## src/rtl/muldiv_unit_pkg.sv

```systemverilog
// Shared encodings for the iterative multiply/divide unit.
package muldiv_unit_pkg;

  // Operation select as driven by the controller on the op port.
  typedef enum logic [1:0] {
    MD_MULT  = 2'b00,
    MD_MULTU = 2'b01,
    MD_DIV   = 2'b10,
    MD_DIVU  = 2'b11
  } md_op_e;

  // Sequencer states: wait for a start, iterate, then apply signs and commit.
  typedef enum logic [1:0] {
    IDLE = 2'b00,
    CALC = 2'b01,
    FIX  = 2'b10
  } md_state_e;

endpackage

```

## src/rtl/muldiv_unit.sv

```systemverilog
// Iterative multiply/divide unit holding the architectural HI/LO registers.
// Multiplies by shift-add and divides by restoring division, both on operand
// magnitudes; signs are reapplied in a single fix-up cycle before commit.
module muldiv_unit
  import muldiv_unit_pkg::*;
#(
  parameter int WIDTH = 32
) (
  input  logic             clk,
  input  logic             reset,
  input  logic             start,
  input  logic [1:0]       op,
  input  logic [WIDTH-1:0] a,
  input  logic [WIDTH-1:0] b,
  input  logic             mthi_we,
  input  logic             mtlo_we,
  input  logic [WIDTH-1:0] wdata,
  output logic             busy,
  output logic             done,
  output logic [WIDTH-1:0] hi,
  output logic [WIDTH-1:0] lo
);

  localparam int CW = $clog2(WIDTH);

  // Two's-complement magnitude of x when neg is set, otherwise x unchanged.
  function automatic logic [WIDTH-1:0] magnitude(input logic [WIDTH-1:0] x,
                                                 input logic neg);
    return neg ? (-x) : x;
  endfunction

  md_state_e          state_q, state_d;
  md_op_e             op_q, op_d;
  logic               isSigned_q, isSigned_d;
  logic               signA_q, signA_d;
  logic               signB_q, signB_d;
  logic               bZero_q, bZero_d;
  logic [WIDTH-1:0]   aOrig_q, aOrig_d;
  logic [WIDTH-1:0]   bMag_q, bMag_d;
  logic [2*WIDTH-1:0] acc_q, acc_d;
  logic [CW-1:0]      count_q, count_d;
  logic [WIDTH-1:0]   hi_q, hi_d;
  logic [WIDTH-1:0]   lo_q, lo_d;
  logic               done_q, done_d;

  logic               startSigned;
  logic               isDiv;
  logic [WIDTH:0]     addSum;
  logic [WIDTH:0]     remShift;
  logic [WIDTH+1:0]   trialDiff;
  logic [2*WIDTH-1:0] product;
  logic [WIDTH-1:0]   quotient;
  logic [WIDTH-1:0]   remainder;

  // State register; reset aborts any operation without a done pulse.
  always_ff @(posedge clk) begin
    if (reset) begin
      state_q    <= IDLE;
      op_q       <= MD_MULT;
      isSigned_q <= 1'b0;
      signA_q    <= 1'b0;
      signB_q    <= 1'b0;
      bZero_q    <= 1'b0;
      aOrig_q    <= '0;
      bMag_q     <= '0;
      acc_q      <= '0;
      count_q    <= '0;
      hi_q       <= '0;
      lo_q       <= '0;
      done_q     <= 1'b0;
    end else begin
      state_q    <= state_d;
      op_q       <= op_d;
      isSigned_q <= isSigned_d;
      signA_q    <= signA_d;
      signB_q    <= signB_d;
      bZero_q    <= bZero_d;
      aOrig_q    <= aOrig_d;
      bMag_q     <= bMag_d;
      acc_q      <= acc_d;
      count_q    <= count_d;
      hi_q       <= hi_d;
      lo_q       <= lo_d;
      done_q     <= done_d;
    end
  end

  // Next-state logic: operand capture, one iteration per CALC cycle, sign fix-up and commit.
  always_comb begin
    state_d    = state_q;
    op_d       = op_q;
    isSigned_d = isSigned_q;
    signA_d    = signA_q;
    signB_d    = signB_q;
    bZero_d    = bZero_q;
    aOrig_d    = aOrig_q;
    bMag_d     = bMag_q;
    acc_d      = acc_q;
    count_d    = count_q;
    hi_d       = hi_q;
    lo_d       = lo_q;
    done_d     = 1'b0;

    startSigned = (op == MD_MULT) || (op == MD_DIV);
    isDiv       = (op_q == MD_DIV) || (op_q == MD_DIVU);
    addSum      = {1'b0, acc_q[2*WIDTH-1:WIDTH]} + {1'b0, bMag_q};
    remShift    = acc_q[2*WIDTH-1:WIDTH-1];
    trialDiff   = {1'b0, remShift} - {2'b00, bMag_q};
    product     = (isSigned_q && (signA_q ^ signB_q)) ? (-acc_q) : acc_q;
    quotient    = magnitude(acc_q[WIDTH-1:0], isSigned_q && (signA_q ^ signB_q));
    remainder   = magnitude(acc_q[2*WIDTH-1:WIDTH], isSigned_q && signA_q);

    case (state_q)
      IDLE: begin
        if (mthi_we) hi_d = wdata;
        if (mtlo_we) lo_d = wdata;
        if (start) begin
          state_d    = CALC;
          op_d       = md_op_e'(op);
          isSigned_d = startSigned;
          signA_d    = startSigned && a[WIDTH-1];
          signB_d    = startSigned && b[WIDTH-1];
          bZero_d    = (b == '0);
          aOrig_d    = a;
          bMag_d     = magnitude(b, startSigned && b[WIDTH-1]);
          // Low half holds the multiplier or the dividend; high half starts at zero.
          acc_d      = {{WIDTH{1'b0}}, magnitude(a, startSigned && a[WIDTH-1])};
          count_d    = '0;
        end
      end
      CALC: begin
        if (isDiv) begin
          // Restoring step: keep the shifted remainder when the trial subtract borrows.
          if (trialDiff[WIDTH+1]) begin
            acc_d = {remShift[WIDTH-1:0], acc_q[WIDTH-2:0], 1'b0};
          end else begin
            acc_d = {trialDiff[WIDTH-1:0], acc_q[WIDTH-2:0], 1'b1};
          end
        end else begin
          // Shift-add step: conditionally add the multiplicand into the high half, then shift right.
          if (acc_q[0]) begin
            acc_d = {addSum, acc_q[WIDTH-1:1]};
          end else begin
            acc_d = {1'b0, acc_q[2*WIDTH-1:1]};
          end
        end
        count_d = count_q + CW'(1);
        if (count_q == CW'(WIDTH - 1)) state_d = FIX;
      end
      FIX: begin
        if (!isDiv) begin
          hi_d = product[2*WIDTH-1:WIDTH];
          lo_d = product[WIDTH-1:0];
        end else if (bZero_q) begin
          hi_d = aOrig_q;
          lo_d = '1;
        end else begin
          hi_d = remainder;
          lo_d = quotient;
        end
        done_d  = 1'b1;
        state_d = IDLE;
      end
      default: begin
        state_d = IDLE;
      end
    endcase
  end

  assign busy = (state_q != IDLE);
  assign done = done_q;
  assign hi   = hi_q;
  assign lo   = lo_q;

endmodule

```

## config.mk

```make
export PLATFORM = sky130hd
export DESIGN_NAME = muldiv_unit
export DESIGN_NICKNAME = d
export VERILOG_FILES = /design/src/rtl/muldiv_unit_pkg.sv /design/src/rtl/muldiv_unit.sv
export SDC_FILE = /design/constraint.sdc
export NUM_CORES = 1
export LEC_CHECK = 0
export CAP_MARGIN = 0
export CORE_MARGIN = 3
export CORE_UTILIZATION = 55
export DETAILED_ROUTE_END_ITERATION = 7
export GPL_TIMING_DRIVEN = 0
export PLACE_DENSITY = 0.78
export SYNTH_ARGS = -nofsm -noshare
export SYNTH_HDL_FRONTEND = slang
export SYNTH_SLANG_ARGS = --single-unit
export TNS_END_PERCENT = 30
```

## constraint.sdc

```tcl
create_clock -name clk -period 3.9 [get_ports clk]
set_input_delay 0.975 -clock clk [delete_from_list [all_inputs] [get_ports clk]]
set_output_delay 0.975 -clock clk [all_outputs]
set_load 0.005 [all_outputs]
```

# Yosys cells after proc, flatten, opt, wreduce, memory -nomap -nowiden
# Cells that the tools add are included.
# Widths: inputs -> output; s select.
dict set report totals {
  register_bits 206
  latchBits 0
  ramBits 0
  romBits 0
  in_bits 103
  out_inout_bits 66
  elab_cells 73
  memories 0
}
dict set report classes {
  n_addsub 8
  multipliers 0
  div 0
  n_lt_le_gt_ge 0
  n_eq_ne 10
  shift 0
  mux 24
  bitwise 1
  n_reduce_logical 17
}
# operator n
set ops {}
lappend ops {{$mux 32} 10}
lappend ops {{$mux 64} 5}
lappend ops {{$neg 32->32} 4}
lappend ops {{$pmux 32 s2} 2}
lappend ops {{$pmux 64 s2} 1}
lappend ops {{$neg 64->64} 1}
lappend ops {{$sub 33x32->34} 1}
lappend ops {{$add 32x32->33} 1}
lappend ops {{$logic_not 32->1} 1}
lappend ops {{$pmux 5 s2} 1}
lappend ops {{$reduce_and 2->1} 5}
lappend ops {{$eq 2x2->1 const B} 4}
lappend ops {{$ne 2x2->1 const B} 4}
lappend ops {{$reduce_bool 2->1} 3}
lappend ops {{$add 5x1->5 const B} 1}
lappend ops {{$eq 5x5->1 const B} 1}
lappend ops {{$mux 5} 1}
lappend ops {{$logic_and 1x1->1} 4}
lappend ops {{$logic_not 2->1} 2}
lappend ops {{$mux 2} 2}
lappend ops {{$pmux 2 s2} 1}
lappend ops {{$eq 2x1->1 const B} 1}
lappend ops {{$logic_or 1x1->1} 2}
lappend ops {{$mux 1} 1}
lappend ops {{$xor 1x1->1} 1}

# Depth between registers and ports, before layout
dict set report depth {
  ltp_word 6
  ltp_mapped 14
  mapped_depth_nobuf 14
}

# Least setup slack after synthesis
# Ideal clock, no wire load.
dict set report synth_path {
  path_kind {reg2reg}
  from {register acc_q[32]}
  to {register acc_q[55]}
  setup_ns 0.131
  t_arrival_ns 3.095
  required_time_ns 3.769
  slack_ns 0.674
  path_stages_with_launch 14
  n_path_buf 0
  synth_period_minus_slack_ns 3.226
  path_cell_list {dfxtp_1 -> ha_1 -> inv_1 -> fa_1 -> nor2b_1 -> o2111ai_1 -> a31oi_1 -> o211ai_1 -> a31o_2 -> o21ai_0 -> a31oi_1 -> xnor2_1 -> a2111oi_0 -> nor3_1}
}
dict set report synth_via {
  elab_chain_cells 4
  word_cells_on_any_way 6
  cone_classes {2 x add/sub; 4 x mux}
}
# element line_no
set synth_lines {}
lappend synth_lines {{start, declared} muldiv_unit.sv:40} ;# logic [2*WIDTH-1:0] acc_q, acc_d;
lappend synth_lines {{start signal, assigned} muldiv_unit.sv:66} ;# acc_q <= '0;
lappend synth_lines {{start signal, assigned} muldiv_unit.sv:80} ;# acc_q <= acc_d;
lappend synth_lines {{$sub 33x32->34 or $add 32x32->33 (tied branches)} {muldiv_unit.sv:108, muldiv_unit.sv:106}}
lappend synth_lines {{$mux 64, on equally long branches} {muldiv_unit.sv:134, muldiv_unit.sv:141}}
lappend synth_lines {{$mux 64 *} muldiv_unit.sv:132} ;# if (isDiv) begin
lappend synth_lines {{$pmux 64 s2 *} muldiv_unit.sv:113} ;# case (state_q)
# Every way passes the cells marked *; elsewhere a longest branch is shown, timed or not.
# A chain may end at the register's enable or synchronous reset.

# Worst setup path after layout
dict set report layout_path {
  from {register acc_q[14]}
  to {register hi_q[5] (netlist: hi[5])}
}
dict set report layout_via {
  elab_chain_cells 4
}
# element line_no
set layout_lines {}
lappend layout_lines {{$neg 64->64} muldiv_unit.sv:109} ;# product = (isSigned_q && (signA_q ^ signB_q)) ? (-acc_q) : acc_q;
lappend layout_lines {{$mux 64} muldiv_unit.sv:109}
lappend layout_lines {{$mux 32} muldiv_unit.sv:151} ;# if (!isDiv) begin
lappend layout_lines {{$pmux 32 s2} muldiv_unit.sv:113}
lappend layout_lines {{end signal, assigned} muldiv_unit.sv:82} ;# hi_q <= hi_d;
lappend layout_lines {{end, declared} muldiv_unit.sv:42} ;# logic [WIDTH-1:0] hi_q, hi_d;
# Every way passes these cells.

==> qor.yml <==
status:
  status: "completed"
grt:
  antenna_found_initial: 0
  grt_pass1_vias: 17532
  grt_pass1_wl_um: 104000
  grt_max_degree: 14
  grt-ovfl-total: 0
  grtUsageTotal: 0.433
worst_setup_path:
  crit_family: "simple AND/OR/NAND/NOR gates"
  cpPeakStageDelay_ns: 0.62
  end_kind: "flip-flop"
  worst-endpoint-arrival_ns: 4.25
  required_ns: 4.36
  setup.worst_path.start_class: "flip-flop"
  path_max_fanout: 8
  path_class: "flip-flop to flip-flop"
  path_cells: "clkbuf_1 > or4_1 > nor3_2 > nand3_1 > nor3_4 > o22ai_1 > nand2_1 > o221ai_1 > o21ai_0 > o21ai_0 > nor2_1"
  cp_slowest_cell: "or4_1"
  crit_path_frequent_cell: "o21ai_0"
  crit_buf_inv: 1
routing:
  antenna_left: 0
  vias: 18890
  first_pass_iters: 6
  drt_iter0_markers: 3026
  routed_wl_um: 69900
  wire_per_inst_um: 25.3
  viasPerCell: 6.83
  drc: 0
placement:
  dpl.hpwl_um: 54500
  port_buffers: 168
  place_ws_ns: -0.613
  place_inst: 2716
  place.gp.congestion: 1.05
synth:
  synthTopCellsByCount: "nand2_1, a21oi_1, dfxtp_1, nor2_1, clkbuf_1"
  syn-num-nets: 2345
  yosysMostFrequentCell: "nand2_1"
  synth_cells: 2170
  ys.flop_type: "dfxtp_1"
  yosysUniqueCellTypes: 79
  syn_area_per_cell_um2: 7.37
  ys_seq_elements: 205
  synth_enable_flop_cells: 0
  ys_top_cells_by_area: "dfxtp_1, a21oi_1, nand2_1"
  syn_area_um2: 16000
  synth_top_area_cell: "dfxtp_1"
  yosysWarnings: 0
  synth-seq-area-share: 0.257
  synth_top_area_share: 0.257
  ys_async_sr_fraction: 0
cts:
  cts.path.max_buffers: 3
  cts-root-buf: "clkbuf_16"
  cts_tree: "built"
  cts.sinks: 205
  hold_buffers: 0
  clock_latency_ns: 0.55
  htree_levels: 1
  path_clk_slew_ns: 0.07
  cts_buffers: 24
floorplanning:
  core_area_um2: 28200
  fp-row-count: 61
  die_h_um: 177
  ios: 169
  start_util: 0.566
  die_area_um2: 31200
  die_w_um: 177
power:
  total_power_mw: 6.87
  leakagePower_nw: 7.19
  vdd_drop_max_v: 0.000383
  p_per_area_nw_per_um2: 360
layout:
  final_cells: 2765
  area_delta_synth_final_pct: 19.4
  nNetsFinal: 2544
  num-fill-cells: 2421
  antennaDiodeCount: 0
  drive_above_1_share: 0.0423
timing:
  finClkSkew_ns: 0.0300
  rsz0062_at_grt: "no"
  post-route-period-util: 0.971
  finalHoldViolCount: 0
  setup_viol: 0
  clock.fmax_mhz: 264
  min_period_ns: 3.79
  maxSlewHeadroom: 0.188
  worstMarginPinSlew_ns: 1.22
  fin_ws_ns: 0.112
  final-max-slew-violation-count: 0
worst_hold_path:
  worstHoldPathType: "flip-flop to flip-flop"
run:
  maxCapViolCount: 0
layout by cell type (no fill, tap or decap), types with 57 or more instances in the layout:
cell,n
nand2_1,255
a21oi_1,240
dfxtp_1,203
nor2_1,194
clkdlybuf4s50_1,168
clkbuf_1,153
o21ai_0,117
a211oi_1,117
xnor2_1,84
xor2_1,79
ha_1,70
inv_1,66
mux2i_1,57
logic make-up (layout without fill, tap and decap cells):
group                    after synthesis  after routing  synth area share
AO/OA/AOI/OAI                        728            728             0.295
XOR/XNOR                             163            163            0.0893
adder cells (fa/ha/maj)               72             72            0.0573
buffers and inverters                241            458            0.0578
flip-flops                           205            205             0.257
multiplexers                          65             65            0.0413
AND/OR/NAND/NOR                      696            696             0.203
area by class of cell:
type	count	area (µm²)	area share
multi-input combinational	1724	11000	0.578
sequential	205	4110	0.215
timing repair buffer	175	1730	0.0908
clock buffer	35	702	0.0368
buffer	171	664	0.0348
tap	378	473	0.0248
inverter	68	259	0.0136
clock inverter	9	109	0.00570
per-layer routing:
metal / routed length, µm / global-route usage / up-vias / share of wire
met5: 0 / 0 / - / 0
met4: 3610 / 0.175 / 0 / 0.052
met3: 10200 / 0.124 / 280 / 0.15
met2: 28400 / 0.623 / 1456 / 0.41
met1: 27700 / 0.608 / 8845 / 0.40
li1: - / - / 8309 / -
stage by stage:
stage / hold slack [ns] / utilization / setup TNS [ns] / cell area, µm²
2_1_floorplan: 0.429 / - / 0 / 16000
3_3_place_gp: 0.438 / 0.643 / -7.01 / 18100
3_5_place_dp: 0.446 / 0.643 / -10.30 / 18100
4_1_cts: 0.454 / 0.672 / 0 / 19000
5_1_grt: 0.475 / 0.676 / 0 / 19100
6_report: 0.456 / 0.676 / 0 / 19100
timing repair:
action | in CTS | in global routing
pin swaps | 1 | 4
setup endpoints to repair | 41 | 43
setup buffers | 1 | 6
resized for setup | 7 | 18
flip-flops by register name, indices dropped and copies added (netlist names):
signal,flops
op_q,1
bMag_q,32
bZero_q,1
signA_q,1
aOrig_q,32
state_q,2
acc_q,64
signB_q,1
hi,32
count_q,5
lo,32
done,1
isSigned_q,1
where the power goes:
| part | leakage, nW | internal (mW) | switching, mW |
|---|---|---|---|
| registers | 1.69 | 2.24 | 0.172 |
| logic | 5.11 | 0.799 | 1.33 |
| clock network | 0.395 | 1.33 | 1.00 |
| total | 7.19 | 4.37 | 2.50 |
path summary, 6_finish.rpt:
path | from | to | slack (ns) | cells past startpoint
max reg2reg | acc_q[14] | hi[5] | 0.11 | 11
max | acc_q[14] | hi[5] | 0.11 | 11
min | lo[25] | lo[25] | 0.46 | 2
min reg2reg | lo[25] | lo[25] | 0.46 | 2
tightest hold or removal path, stage by stage (launching register included):
cell and delay, ns:
dfxtp_1 0.31, nand2_1 0.05, a21oi_1 0.05
(Power assumes the default switching activity.)
